[config.mk]
export PLATFORM = sky130hd
export DESIGN_NAME = ext_tile_bridge
export DESIGN_NICKNAME = d
export VERILOG_FILES = /design/src/rtl/ext_tile_bridge.sv
export SDC_FILE = /design/constraint.sdc
export NUM_CORES = 1
export LEC_CHECK = 0
export CELL_PAD_IN_SITES_DETAIL_PLACEMENT = 1
export CELL_PAD_IN_SITES_GLOBAL_PLACEMENT = 1
export CORE_MARGIN = 2
export CORE_UTILIZATION = 26
export DETAILED_ROUTE_END_ITERATION = 8
export PLACE_DENSITY_LB_ADDON = 0.1
export SLEW_MARGIN = 30
export SYNTH_ARGS = -nofsm -noshare
export SYNTH_HDL_FRONTEND = slang
export SYNTH_SLANG_ARGS = --single-unit
export TNS_END_PERCENT = 100
[constraint.sdc]
create_clock -name clock -period 2.04 [get_ports clock]
set_clock_uncertainty 0.15 [all_clocks]
set_input_delay 0.306 -clock clock [delete_from_list [all_inputs] [get_ports clock]]
set_output_delay 0.306 -clock clock [all_outputs]
set_load 0.1 [all_outputs]
[src/rtl/ext_tile_bridge.sv]
// Bridges the tile cache's external word bus onto a req/ack backing-memory port,
// one transaction per beat, with a per-beat timeout that sets a sticky error.
module ext_tile_bridge #(
    parameter int unsigned ADDR_W      = 30,
    parameter int unsigned TIMEOUT_CYC = 255,
    parameter logic [31:0] ERR_DATA    = 32'hDEAD_BEEF
) (
    input  logic              clock,
    input  logic              reset,
    input  logic [31:0]       extAddr,
    input  logic [31:0]       extDataIn,
    output logic [31:0]       extDataOut,
    input  logic              extOE,
    input  logic              extWR,
    output logic              extNotReady,
    output logic              memReq,
    output logic              memWe,
    output logic [ADDR_W-1:0] memAddr,
    output logic [31:0]       memWData,
    input  logic [31:0]       memRData,
    input  logic              memAck,
    output logic              busErr,
    output logic [15:0]       beatCnt
);

    localparam int unsigned      CNT_W   = $clog2(TIMEOUT_CYC + 1);
    localparam logic [CNT_W-1:0] TO_LAST = CNT_W'(TIMEOUT_CYC - 1);

    typedef enum logic [1:0] {
        IDLE = 2'd0,
        REQ  = 2'd1,
        DONE = 2'd2
    } state_t;

    state_t            state, state_next;
    logic [CNT_W-1:0]  to_cnt, to_cnt_next;
    logic              req_next;
    logic              we_next;
    logic [ADDR_W-1:0] addr_next;
    logic [31:0]       wdata_next;
    logic [31:0]       dout_next;
    logic              err_next;
    logic [15:0]       beat_next;
    logic              nrdy_next;

    // Byte-lane bits (and any bits above the word address) carry no meaning here.
    logic unused_addr_bits;
    assign unused_addr_bits = ^extAddr;

    always_comb begin
        // NOTE: every target is given its hold value before the case so that no
        // path leaves it unassigned, which would otherwise infer a latch.
        state_next  = state;
        to_cnt_next = to_cnt;
        req_next    = memReq;
        we_next     = memWe;
        addr_next   = memAddr;
        wdata_next  = memWData;
        dout_next   = extDataOut;
        err_next    = busErr;
        beat_next   = beatCnt;

        case (state)
            IDLE: begin
                // Both strobes high is illegal: no request, the cache simply stalls.
                if (extOE ^ extWR) begin
                    addr_next   = extAddr[ADDR_W+1:2];
                    we_next     = extWR;
                    wdata_next  = extDataIn;
                    to_cnt_next = '0;
                    req_next    = 1'b1;
                    state_next  = REQ;
                end
            end
            REQ: begin
                if (memAck) begin
                    if (!memWe) dout_next = memRData;
                    req_next   = 1'b0;
                    beat_next  = beatCnt + 16'd1;
                    state_next = DONE;
                end else if (to_cnt == TO_LAST) begin
                    if (!memWe) dout_next = ERR_DATA;
                    err_next   = 1'b1;
                    req_next   = 1'b0;
                    beat_next  = beatCnt + 16'd1;
                    state_next = DONE;
                end else begin
                    to_cnt_next = to_cnt + 1'b1;
                end
            end
            DONE: state_next = IDLE;
            default: state_next = IDLE;
        endcase

        // The cache advances its word index on any cycle this is low.
        nrdy_next = (state_next != DONE);
    end

    always_ff @(posedge clock) begin
        // NOTE: state registers use non-blocking assignment so every flop samples
        // the pre-edge values, independent of statement order.
        if (reset) begin
            state       <= IDLE;
            to_cnt      <= '0;
            memReq      <= 1'b0;
            memWe       <= 1'b0;
            memAddr     <= '0;
            memWData    <= '0;
            extDataOut  <= '0;
            busErr      <= 1'b0;
            beatCnt     <= '0;
            extNotReady <= 1'b1;
        end else begin
            state       <= state_next;
            to_cnt      <= to_cnt_next;
            memReq      <= req_next;
            memWe       <= we_next;
            memAddr     <= addr_next;
            memWData    <= wdata_next;
            extDataOut  <= dout_next;
            busErr      <= err_next;
            beatCnt     <= beat_next;
            extNotReady <= nrdy_next;
        end
    end

endmodule

==> results of run 1 <==
-- synth_stat cells, drive strengths merged --
library cell,number
and3b,1
o2111ai,1
mux2,4
nor3b,2
inv,4
a21oi,114
nand3,20
buf,8
nor2b,5
and4,1
or4b,1
a21o,1
nand2,136
o21ai,13
xnor2,1
nor2,32
and3,4
and2,1
xor2,3
dfxtp,124
nor3,25
o31ai,11
nor4,2
ha,3
a31oi,1
o221a,1
o211ai,1
or2,1
nand4,5
or3,4
nand2b,3
clkbuf,33
or4,11
-- final cells by class --
| cell class | instances | area, um2 |
|---|---|---|
| antenna | 1 | 2.50 |
| clock buffer | 21 | 472 |
| clock inverter | 11 | 185 |
| fill | 2073 | 10200 |
| inverter | 4 | 15.0 |
| multi-input combinational | 408 | 2070 |
| sequential | 124 | 2530 |
| tap | 229 | 287 |
| timing repair buffer | 237 | 2090 |
-- cell families (layout without fill, tap and decap cells) --
| logic type | count (synthesis) | count (layout) | share of synthesized area (%) |
|---|---|---|---|
| XOR/XNOR | 4 | 4 | 0.747 |
| AND/OR/NAND/NOR | 254 | 254 | 24.5 |
| other | 0 | 1 | 0 |
| adder cells (fa/ha/maj) | 3 | 3 | 0.801 |
| buffers and inverters | 45 | 273 | 3.68 |
| flip-flops | 124 | 124 | 52.9 |
| multiplexers | 4 | 4 | 0.960 |
| AO/OA/AOI/OAI | 143 | 143 | 16.4 |
-- report_power, final --
group / switching, uW / internal (uW)
logic: 1550 / 539
clock network: 1100 / 2270
registers: 87.7 / 2570
total: 2740 / 5380
-- worst max-delay path: cells and delay by family, from the launching register on --
kind / cells / cell delay (ps)
simple gates: 2 / 750
flops: 1 / 310
mux: 1 / 310
fa+ha+maj: 1 / 180
compound gates: 1 / 80
buf+inv: 1 / 70
-- flip-flops by register name (all words and copies together) (netlist names) --
name,flops
beatCnt,16
state,2
to_cnt,8
memWData,32
memAddr,30
busErr,1
extDataOut,32
memReq,1
memWe,1
extNotReady,1
-- stage by stage --
stage	total power [uW]	setup TNS [ps]
6_report	8110	0
4_1_cts	8220	0
3_3_place_gp	4770	-328
5_1_grt	8450	0
2_1_floorplan	4170	0
3_5_place_dp	4810	-2240
-- worst min path at each step --
stage                      startpoint          end  cells past startpoint
after floorplan                 extWR        memWe                      2
after global placement     memAddr[4]   memAddr[4]                      2
after detailed placement  memAddr[21]  memAddr[21]                      2
after CTS                       reset   beatCnt[4]                      2
after global routing            reset   beatCnt[4]                      2
final                           reset   beatCnt[4]                      2
-- per-layer routing --
metal  vias to the layer above  GRT usage, %  part of all wire, %
li1                       2418             -                    -
met1                      2343          18.4                   39
met2                       115          30.4                   51
met3                        24          6.27                  7.1
met4                         0          7.36                  2.5
met5                         -             0                    0
-- what timing repair did --
item / CTS / global route
endpoints found under the setup margin: 0 / 14
setup buffers: 0 / 0
gates resized for setup: 0 / 5
-- cells in the final DEF (no fill, tap or decap), types with 4 or more instances in the layout --
cell type,instances
sky130_fd_sc_hd__nand3_1,20
sky130_fd_sc_hd__nand2_1,136
sky130_fd_sc_hd__a21oi_1,113
sky130_fd_sc_hd__dfxtp_2,5
sky130_fd_sc_hd__o21ai_0,12
sky130_fd_sc_hd__nor3_1,24
sky130_fd_sc_hd__o31ai_1,11
sky130_fd_sc_hd__dfxtp_1,109
sky130_fd_sc_hd__nand4_1,5
sky130_fd_sc_hd__clkdlybuf4s50_1,97
sky130_fd_sc_hd__clkbuf_16,18
sky130_fd_sc_hd__bufinv_16,5
sky130_fd_sc_hd__buf_12,5
sky130_fd_sc_hd__nor2_1,32
sky130_fd_sc_hd__buf_4,134
sky130_fd_sc_hd__dfxtp_4,10
sky130_fd_sc_hd__nor2b_1,5
sky130_fd_sc_hd__or4_1,11
sky130_fd_sc_hd__inv_1,4
==> impl_metrics.toml, run 1 <==
[synth]
ys_ff_latch = 124
synth_largest_area_cell = "sky130_fd_sc_hd__dfxtp_1"
count_of_mapped_cells_out_of_synthesis = 577
synth_top_cell_area_share_pct = 52.9
post_synth.cell_area_avg_um2 = 8.13
synth.lib_cells_used.distinct = 39
synth.area.top_cells = "sky130_fd_sc_hd__dfxtp_1 (53%), sky130_fd_sc_hd__a21oi_1 (12%), sky130_fd_sc_hd__nand2_1 (11%)"
synth.yosys.seq_area_share_pct = 52.9
post_synth_instance_area_um2 = 4690
synthesis.yosys.warnings = 0
number_of_nets_in_the_synthesized_netlist = 681

[clock_tree]
clk_transition_reported_paths_ps = 50
clk_latency_ps = 410
ctsHoldBuffers = 0
tritoncts = "done"
clock_tree.htree_level_count = 4
cts_root_buf = "sky130_fd_sc_hd__clkbuf_16"
clk_path_buf_depth = 2
cts_made_buffers = 17
clock-sinks = 124

[power]
p_leak_uw = 0.00307
pwr_density_cell_nw_per_um2 = 1060
worst_ir_drop_vdd_uv = 640

[finish]
layout.core_utilization_pct = 42.9
stdcell_count = 1035
postLayoutCellArea_um2 = 7640
layout.nets = 896
post_route_cells_drive_above_1_share_pct = 24.8
area_growth_syn_to_layout_pct = 63.0

[placement]
place_worst_setup_slack_ps = -72.9
port_buffers = 212
gp_congestion = 0.717
place_area_um2 = 6960
dp_cells = 1002
detailedPlacementHpwl_um = 11700

[routing]
drt_drc_violations_left = 0
vias_per_cell = 4.73
first_iter_violations = 160
route.vias.total = 4900
detail_route.wl_per_cell_um = 15.9
drt-total-wl_um = 16400
detail_route.first_pass.iterations = 4
detail-route-antenna-nets = 0

[setup_path]
ff2ff_path_depth = 6
reg2reg_from = "to_cnt[0]"
timing.critical_path.cells = "inv_1 -> ha_1 -> and3_4 -> a21oi_4 -> or4b_4 -> mux2_1"
timing.critical_path.to = "beatCnt[15]"
ff2ff_setup_slack_ps = 70
crit_start = "to_cnt[0]"
worstPathArrival_ps = 2120
cp_data_required_time_ps = 2190
cp_slowest_stage_delay_ps = 540
worstReg2RegEnd = "beatCnt[15]"
crit_path_end_kind = "flop"
cp_max_fo = 4
timing.critical_path.from_type = "flop"
critPathKind = "reg2reg"
critical_path.slowest_cell = "sky130_fd_sc_hd__or4b_4"

[sta]
final-setup-viol-count = 0
timing.final.hold_violations = 0
timing.max_slew.rel_slack_pct = 76.8
actual_slew_at_the_worst_max_slew_pin_ps = 346
grt_setup_unrepaired = "no"
worst_hold_slack_ps = 89.9
drv_slew = 0
period_minus_slack_ps = 1970
final.setup.worst_slack_ps = 72.8
share_of_the_cycle_needed_by_the_critical_path_after_routing_pct = 96.4
achievable-frequency_mhz = 508

[die]
die_w_um = 138
num_rows = 49
design.portCount = 215
core_area_um2 = 17800
effective_utilization_at_floorplan_pct = 26.3
fp.dieH_um = 138
die_ar_um2 = 19100

[global_route]
initial_antenna_violation_count = 1
overflow = 0
grt_pass1_vias = 5162
pin_count_of_the_biggest_net_entering_global_routing = 65
globalRouteTotalUtil_pct = 17.1
grt_pass1_wl_um = 26500

[run_status]
status = "completed"

[hold_path]
holdCritPathClass = "in2reg"

[job]
cap_violations = 0
Power figures use the tool's default switching activity.
==> run 2, diff against run 1 <==
REMOVE_ABC_BUFFERS = 1   (was not set)
==> run 2 against run 1 <==
  * Via count down 0.20%
  * Fmax down 1.3%
  * Sequential share of layout area down 0.88 points
  * Setup slack worse by 27 ps
  * Clock-buffer cell count down 3
  * Highest routed layer unchanged
==> impl_metrics.toml, run 2 (synthesis gave the netlist of run 1 again) <==
[clock_tree]
ctsHoldBuffers = 0
cts_made_buffers = 17
tritoncts = "done"
clk_latency_ps = 410
clk_path_buf_depth = 2
clock-sinks = 124
clock_tree.htree_level_count = 4
clk_transition_reported_paths_ps = 60
cts_root_buf = "sky130_fd_sc_hd__clkbuf_16"

[power]
total_power_uw = 8090
pwr_density_cell_nw_per_um2 = 1050
p_leak_uw = 0.00312
worst_ir_drop_vdd_uv = 566

[finish]
post_route_cells_drive_above_1_share_pct = 24.2
layout.nets = 905
antennaDiodeCount = 0
layout_commonest_cell = "sky130_fd_sc_hd__buf_4"
postLayoutCellArea_um2 = 7720
area_growth_syn_to_layout_pct = 64.7
layout_common_cells = "sky130_fd_sc_hd__buf_4 (140), sky130_fd_sc_hd__nand2_1 (136), sky130_fd_sc_hd__dfxtp_1 (123)"
largest_registers = "extDataOut: 32 flops, memWData: 32 flops, memAddr: 30 flops"
stdcell_count = 1043

[sta]
grt_setup_unrepaired = "yes"
final-setup-viol-count = 0
drv_slew = 0
achievable-frequency_mhz = 501
timing.final.hold_violations = 0
worst_hold_slack_ps = 175
tns_ps = 0
period_minus_slack_ps = 1990
timing.max_slew.rel_slack_pct = 71.5
actual_slew_at_the_worst_max_slew_pin_ps = 427
share_of_the_cycle_needed_by_the_critical_path_after_routing_pct = 97.8

[placement]
place_area_um2 = 7000
detailedPlacementHpwl_um = 12100
port_buffers = 212
dp_cells = 1010
gp_congestion = 0.738

[routing]
first_iter_violations = 182
route.vias.total = 4890
drt-total-wl_um = 17100
detail-route-antenna-nets = 0
detail_route.first_pass.iterations = 4
detail_route.wl_per_cell_um = 16.4
vias_per_cell = 4.69
drt_drc_violations_left = 0

[die]
core_area_um2 = 17800
die_ar_um2 = 19100
effective_utilization_at_floorplan_pct = 26.3
die_w_um = 138
num_rows = 49
design.portCount = 215
fp.dieH_um = 138

[setup_path]
crit_path_end_kind = "flop"
timing.critical_path.from_type = "flop"
timing.critical_path.cells = "inv_1 -> ha_1 -> and3_4 -> a21oi_4 -> buf_12 -> or4_1 -> a21oi_2"
cp_data_required_time_ps = 2230
worstPathArrival_ps = 2180
critPathKind = "reg2reg"
cp_max_fo = 13
cp_slowest_stage_delay_ps = 550
critical_path.slowest_cell = "sky130_fd_sc_hd__or4_1"

[global_route]
grt_pass1_wl_um = 26800
initial_antenna_violation_count = 0
grt_pass1_vias = 5137
pin_count_of_the_biggest_net_entering_global_routing = 64
globalRouteTotalUtil_pct = 17.6
overflow = 0

[hold_path]
holdCritPathClass = "in2reg"

[run_status]
status = "completed"

[job]
cap_violations = 0
run 2: critical path, delay by kind of cell (launching register included):
| kind | cells | cell delay [ps] |
|---|---|---|
| AND/OR/NAND/NOR | 2 | 760 |
| flip-flops | 1 | 320 |
| AO/OA/AOI/OAI | 2 | 280 |
| adder cells (fa/ha/maj) | 1 | 180 |
| buffers and inverters | 2 | 240 |
run 2: layout make-up:
class | count | area [um2]
Tap cell | 229 | 287
Multi-Input combinational cell | 408 | 2080
Inverter | 4 | 15.0
Sequential cell | 124 | 2480
Fill cell | 2064 | 10100
Clock inverter | 14 | 219
Clock buffer | 18 | 429
Timing Repair Buffer | 246 | 2210
run 2: path summary, 6_finish.rpt:
check | from | to | slack [ps] | depth (start not counted)
max reg2reg | to_cnt[0] | beatCnt[3] | 50 | 7
min | reset | busErr | 180 | 2
min reg2reg | memWData[14] | memWData[14] | 310 | 2
max | to_cnt[0] | beatCnt[3] | 50 | 7
run 2: routing by layer:
layer | part of all wire (%) | wire [um] | track usage, % | up-vias
met5 | 0 | 0 | 0 | -
met4 | 2.0 | 347 | 6.82 | 0
met3 | 6.9 | 1180 | 6.89 | 27
met2 | 51 | 8740 | 30.8 | 128
met1 | 40 | 6870 | 19.2 | 2313
li1 | - | - | - | 2422
run 2: power breakdown:
group | leakage (uW) | switching, uW | internal (uW)
clock | 0.000310 | 1140 | 2170
combinational | 0.00180 | 1560 | 548
sequential | 0.00101 | 87.7 | 2580
run 2: timing repair:
| item | in CTS | in global routing |
|---|---|---|
| gates resized for setup | 2 | 8 |
| pin swaps | 0 | 1 |
| cloned | 0 | 1 |
| setup endpoints to repair | 1 | 7 |
| buffers inserted | 0 | 0 |
run 2: stage by stage:
stage          util, %  setup WS [ps]
6_report          43.3           45.9
5_1_grt           43.3          -31.2
4_1_cts           42.9           14.1
3_5_place_dp      39.2           -180
3_3_place_gp      39.2           -140
2_1_floorplan        -          -1980
==> run 3, diff against run 2 <==
REMOVE_ABC_BUFFERS = not set   (was 1)
==> results of run 3 <==
Final layout, timing and power as in run 1 (identical DEF).
